## src/rtl/sram_param_if.sv

```systemverilog
// Bus-side interface of sram_param: request/handshake signals plus read return.
// The controller uses the master modport; the SRAM uses the slave modport.
interface sram_param_if #(
  parameter int DATA_W = 16,
  parameter int ADDR_W = 4
);
  logic                  clr;
  logic                  req;
  logic                  we;
  logic [DATA_W/8-1:0]   be;
  logic [ADDR_W-1:0]     addr;
  logic [DATA_W-1:0]     data_in;
  logic                  ready;
  logic                  rvalid;
  logic [DATA_W-1:0]     data_out;

  modport master (
    output clr, req, we, be, addr, data_in,
    input  ready, rvalid, data_out
  );

  modport slave (
    input  clr, req, we, be, addr, data_in,
    output ready, rvalid, data_out
  );
endinterface

```

## src/rtl/sram_param.sv

```systemverilog
// sram_param: parametrised single-port synchronous SRAM with per-byte write
// enables, req/ready/rvalid handshake and a hardware clear sequencer that
// writes INIT_VAL to every word after reset or on a clr pulse.
// Optional build macro SRAM_PARAM_OUTREG_EN adds an output register stage
// after the RAM (read latency 2 instead of 1).
module sram_param #(
  parameter int                DATA_W   = 16,
  parameter int                ADDR_W   = 4,
  parameter logic [DATA_W-1:0] INIT_VAL = '0
) (
  input logic        clk,
  input logic        rst,
  sram_param_if.slave bus
);

  localparam int DEPTH = 2 ** ADDR_W;
  localparam int NB    = DATA_W / 8;

  typedef enum logic {
    CLEAR = 1'b0,
    RUN   = 1'b1
  } state_t;

  state_t              state;
  state_t              state_next;
  logic [ADDR_W-1:0]   clr_cnt;
  logic [DATA_W-1:0]   mem [DEPTH];

  logic                accept;
  logic                rd_accept;
  logic                wr_en;
  logic [ADDR_W-1:0]   wr_addr;
  logic [DATA_W-1:0]   wr_data;
  logic [NB-1:0]       wr_be;

  logic [ADDR_W-1:0]   rd_addr_p0;
  logic                vld_p0;
  logic [DATA_W-1:0]   data_p1;
  logic                vld_p1;

  // ready is the state flop itself (RUN encodes as 1), so it is registered.
  assign bus.ready = (state == RUN);
  // A request coinciding with clr or rst is never accepted.
  assign accept    = bus.req & bus.ready & ~bus.clr & ~rst;
  assign rd_accept = accept & ~bus.we;

  // State register.
  always_ff @(posedge clk) begin
    if (rst) state <= CLEAR;
    else     state <= state_next;
  end

  // Next state: CLEAR runs until the last word is written; clr in RUN restarts it.
  always_comb begin
    state_next = state;
    case (state)
      CLEAR:   if (clr_cnt == '1) state_next = RUN;
      RUN:     if (bus.clr) state_next = CLEAR;
      default: state_next = CLEAR;
    endcase
  end

  // Clear counter: parked at 0 in RUN so every clear sequence starts at word 0.
  always_ff @(posedge clk) begin
    if (rst || state == RUN) clr_cnt <= '0;
    else                     clr_cnt <= clr_cnt + 1'b1;
  end

  // Single write port shared between the clear sequencer and bus writes.
  always_comb begin
    wr_en   = 1'b0;
    wr_addr = bus.addr;
    wr_data = bus.data_in;
    wr_be   = bus.be;
    if (state == CLEAR && !rst) begin
      wr_en   = 1'b1;
      wr_addr = clr_cnt;
      wr_data = INIT_VAL;
      wr_be   = '1;
    end else if (accept && bus.we) begin
      wr_en   = 1'b1;
    end
  end

  // Memory array with byte-lane write enables.
  always_ff @(posedge clk) begin
    if (wr_en) begin
      for (int i = 0; i < NB; i++) begin
        if (wr_be[i]) mem[wr_addr][8*i +: 8] <= wr_data[8*i +: 8];
      end
    end
  end

  // Stage p0: capture read address of an accepted read (registered-address RAM).
  always_ff @(posedge clk) begin
    if (rd_accept) rd_addr_p0 <= bus.addr;
    if (rst) vld_p0 <= 1'b0;
    else     vld_p0 <= rd_accept;
  end

  // Stage p1: RAM data register; holds the last read word between reads.
  always_ff @(posedge clk) begin
    if (rst) begin
      vld_p1  <= 1'b0;
      data_p1 <= '0;
    end else begin
      vld_p1 <= vld_p0;
      if (vld_p0) data_p1 <= mem[rd_addr_p0];
    end
  end

`ifdef SRAM_PARAM_OUTREG_EN
  logic [DATA_W-1:0]   data_p2;
  logic                vld_p2;

  // Stage p2: extra output register, one more cycle of latency at full rate.
  always_ff @(posedge clk) begin
    if (rst) begin
      vld_p2  <= 1'b0;
      data_p2 <= '0;
    end else begin
      vld_p2 <= vld_p1;
      if (vld_p1) data_p2 <= data_p1;
    end
  end

  assign bus.rvalid   = vld_p2;
  assign bus.data_out = data_p2;
`else
  assign bus.rvalid   = vld_p1;
  assign bus.data_out = data_p1;
`endif

endmodule

```

## src/flat_wrapper.sv

```systemverilog
// flat-port wrapper written by rule: the top's interface ports become plain ports
module sram_param_flat 
#(
  parameter int                DATA_W   = 16,
  parameter int                ADDR_W   = 4,
  parameter logic [DATA_W-1:0] INIT_VAL = '0
)
  (clk, rst, bus_clr, bus_req, bus_we, bus_be, bus_addr, bus_data_in, bus_ready, bus_rvalid, bus_data_out);
  sram_param_if #(.DATA_W(DATA_W), .ADDR_W(ADDR_W)) bus_i ();
  input logic clk;
  input logic rst;
  input wire logic [$bits(bus_i.clr)-1:0] bus_clr;
  input wire logic [$bits(bus_i.req)-1:0] bus_req;
  input wire logic [$bits(bus_i.we)-1:0] bus_we;
  input wire logic [$bits(bus_i.be)-1:0] bus_be;
  input wire logic [$bits(bus_i.addr)-1:0] bus_addr;
  input wire logic [$bits(bus_i.data_in)-1:0] bus_data_in;
  output wire logic [$bits(bus_i.ready)-1:0] bus_ready;
  output wire logic [$bits(bus_i.rvalid)-1:0] bus_rvalid;
  output wire logic [$bits(bus_i.data_out)-1:0] bus_data_out;
  assign bus_i.clr = bus_clr;
  assign bus_i.req = bus_req;
  assign bus_i.we = bus_we;
  assign bus_i.be = bus_be;
  assign bus_i.addr = bus_addr;
  assign bus_i.data_in = bus_data_in;
  assign bus_ready = bus_i.ready;
  assign bus_rvalid = bus_i.rvalid;
  assign bus_data_out = bus_i.data_out;
  sram_param #(.DATA_W(DATA_W), .ADDR_W(ADDR_W), .INIT_VAL(INIT_VAL)) u_core (.clk(clk), .rst(rst), .bus(bus_i));
endmodule
```

## config.mk

```make
export PLATFORM = sky130hd
export DESIGN_NAME = sram_param_flat
export DESIGN_NICKNAME = d
export VERILOG_FILES = /design/src/rtl/sram_param_if.sv /design/src/rtl/sram_param.sv /design/src/flat_wrapper.sv
export SDC_FILE = /design/constraint.sdc
export NUM_CORES = 1
export LEC_CHECK = 0
export BUFFER_PORTS_ARGS = -buffer_cell sky130_fd_sc_hd__buf_2
export CAP_MARGIN = 25
export CORE_MARGIN = 4
export CORE_UTILIZATION = 35
export CTS_BUF_LIST = sky130_fd_sc_hd__clkbuf_4
export DETAILED_ROUTE_END_ITERATION = 12
export SLEW_MARGIN = 20
export SYNTH_ARGS = -nofsm -noshare
export SYNTH_HDL_FRONTEND = slang
export SYNTH_SLANG_ARGS = --single-unit
```

## constraint.sdc

```tcl
create_clock -name clk -period 2.2 [get_ports clk]
set_input_delay 0.33 -clock clk [delete_from_list [all_inputs] [get_ports clk]]
set_output_delay 0.33 -clock clk [all_outputs]
set_load 0.01 [all_outputs]
```

==> results.ini <==
[detailed_routing]
wl_um = 23800
drt_iter0_drc = 349
ant_nets = 0
viasPerCell = 4.92
firstDrtPassIters = 5
drcViolationCount = 0
wl_per_cell_um = 18.5
dr_total_vias = 6320

[cts]
cts_buffers = 69
cts_tree = yes
ctsHoldBuffers = 6
htree_levels = 3
cts_sinks = 283
post_cts_buffers = 0
cts.clk_slew.worst_paths_ns = 0.06
cts-resized-gates = 0
clk_path_buf_depth = 3
cts-root-buf = clkbuf_4
clk_latency_ns = 0.65

[worst_setup_path]
crit_type = reg2reg
cp-startpoint = u_core.clr_cnt[2]
reg2reg_from = u_core.clr_cnt[2]
cp_slowest_cell = or4b_4
crit_arrival_ns = 2.19
worst-path-buf-inv = 0
worstPathRequired_ns = 2.47
cpPeakStageDelay_ns = 0.52
worst-path-max-fanout = 8
crit_path_end_kind = flip-flop
path_cells = or4b_4 > o21ai_4 > nand2_4 > nor2_2
startpoint_type = flip-flop
critPathTopFamily = simple AND/OR/NAND/NOR gates

[grt]
grt_pass1_wl_um = 36600
grt_max_degree = 65
grt_pass1_vias = 6500
antenna_found_initial = 1
grt_util_all_layers = 0.134
grt_overflow = 0

[timing]
min_period_ns = 1.92
finalWorstSetupSlack_ns = 0.276
fin_crit_sh = 0.875
finalClockSkew_ns = 0.0383
slew_headroom = 0.501
slew_viol_final = 0
setup_tns_ns = 0
worstMarginPinSlew_ns = 0.749
setup_viol = 0
timing.fmax_ghz = 0.520
rsz0062_at_grt = false
final_hold_viol_count = 0

[cells_and_area]
layout_commonest_cell = edfxtp_1
layout.nets = 856
fillCellCount = 2827
final_cell_mix = 260 x edfxtp_1, 128 x mux2i_1, 103 x clkbuf_4
areaGrowthSynthToFinish_pct = 16.7
drive_above_1_share = 0.259
finalCoreUtilization = 0.414

[synthesis]
async_flop_share = 0
synth_nets = 725
netlist_area_mm2 = 0.0112
synth_ff_type = edfxtp_1
yosys_warnings = 0
ys_types = 41
ys_ff_latch = 283
avgSynthCellArea_um2 = 16.1
synth-edff-count = 260
yosysSeqAreaShare = 0.736
synthCells = 697

[power_and_ir_drop]
p_switching_mw = 2.21
internal_power_mw = 8.42
clockPowerShare = 0.410
peakVddDrop_mv = 0.356
p_total_mw = 10.6
leakage_nw = 4.85
seqPwrFrac = 0.561
sw_frac_of_total = 0.208
power_density_mw_per_mm2 = 811
combPwrFrac = 0.029

[outcome]
outcome = complete, no violations

[placement]
place_congestion = 0.744
dp_hpwl_um = 14700
io_buffers = 44
place_ws_ns = 0.246

[floorplanning]
rows = 65
ioPinCount = 45
core-area_mm2 = 0.0316
dieArea_mm2 = 0.0350
initial_core_util = 0.355
die_w_um = 187
fp.dieH_um = 187

[run]
max_cap_violations = 0

[hold_path]
hold_path_class = in2reg
hp-start = bus_we

-- flip-flops by register name, indices dropped and copies added, names as in the netlist --
signal and flops:
u_core.bus.data_out 16, u_core.bus.ready 1, u_core.bus.rvalid 1, u_core.clr_cnt 4
u_core.mem 256, u_core.rd_addr_p0 4, u_core.vld_p0 1
-- kinds of logic (layout without fill, tap and decap cells) --
group	after synthesis	after routing	share of synthesized area
flops	283	283	0.736
simple gates	168	168	0.0771
mux	129	129	0.115
compound gates	75	75	0.0503
buf+inv	39	224	0.0193
xor+xnor	2	2	0.00156
fa+ha+maj	1	1	0.00111
other cells	0	1	0
-- path summary, 6_finish.rpt --
check	to	slack, ns	depth (start not counted)
max	u_core.mem[5][4]	0.28	4
max reg2reg	u_core.mem[5][4]	0.28	4
min reg2reg	u_core.bus.data_out[2]	0.45	2
min	u_core.vld_p0	0.06	3
-- tightest hold or removal path: cells and delay by family --
kind	cells	cell delay, ns
AND/OR/NAND/NOR	2	0.20
buffers and inverters	1	0.10
-- metal layers --
layer / part of all wire / GRT usage
met1: 0.46 / 0.181
met2: 0.47 / 0.216
met3: 0.051 / 0.0315
met4: 0.012 / 0.0441
met5: 0 / 0
-- power groups by stage --
stage               sequential [mW]  clock (mW)  combinational (mW)
floorplan                      6.08           0               0.162
global placement               6.08           0               0.296
detailed placement             6.08           0               0.301
CTS                            5.97        4.49               0.310
global route                   5.97        4.82               0.339
finish                         5.97        4.37               0.307
-- cells in the mapped netlist, drive strengths merged, types with 2 or more instances --
library cell  count  share of area
dfxtp            23          0.041
nand3            50          0.022
and4b             2         0.0018
nor2b             4         0.0022
clkbuf           16         0.0055
inv               2        0.00067
nand2b            2         0.0011
nor2             40          0.016
buf              21          0.013
nand4b            2         0.0016
and2             18          0.010
mux2i           128           0.11
edfxtp          260           0.69
nor3b             2         0.0013
a21oi            18         0.0094
nand2            41          0.016
a22oi            48          0.032
o21ai             3         0.0027
a31oi             4         0.0045
nor3              2        0.00089
or4b              2         0.0024
-- through the flow --
step,hold WS (ns),instances,instance area (µm²)
after floorplan,0.409,697,11200
after CTS,0.0101,1284,13100
after global placement,0.434,1153,12100
after global routing,0.00700,1285,13100
after detailed placement,0.436,1153,12100
final,0.0593,1285,13100
-- cell type report --
cell class,count,area (µm²),area share
clock inverter,22,138,0.0105
inverter,2,7.51,0.000573
sequential,283,8270,0.631
clock buffer,103,773,0.0590
antenna,1,2.50,0.000191
timing repair buffer,97,658,0.0502
multi-input combinational,375,2760,0.211
tap,402,503,0.0384
Note: power is estimated with default switching activity, not from simulation.
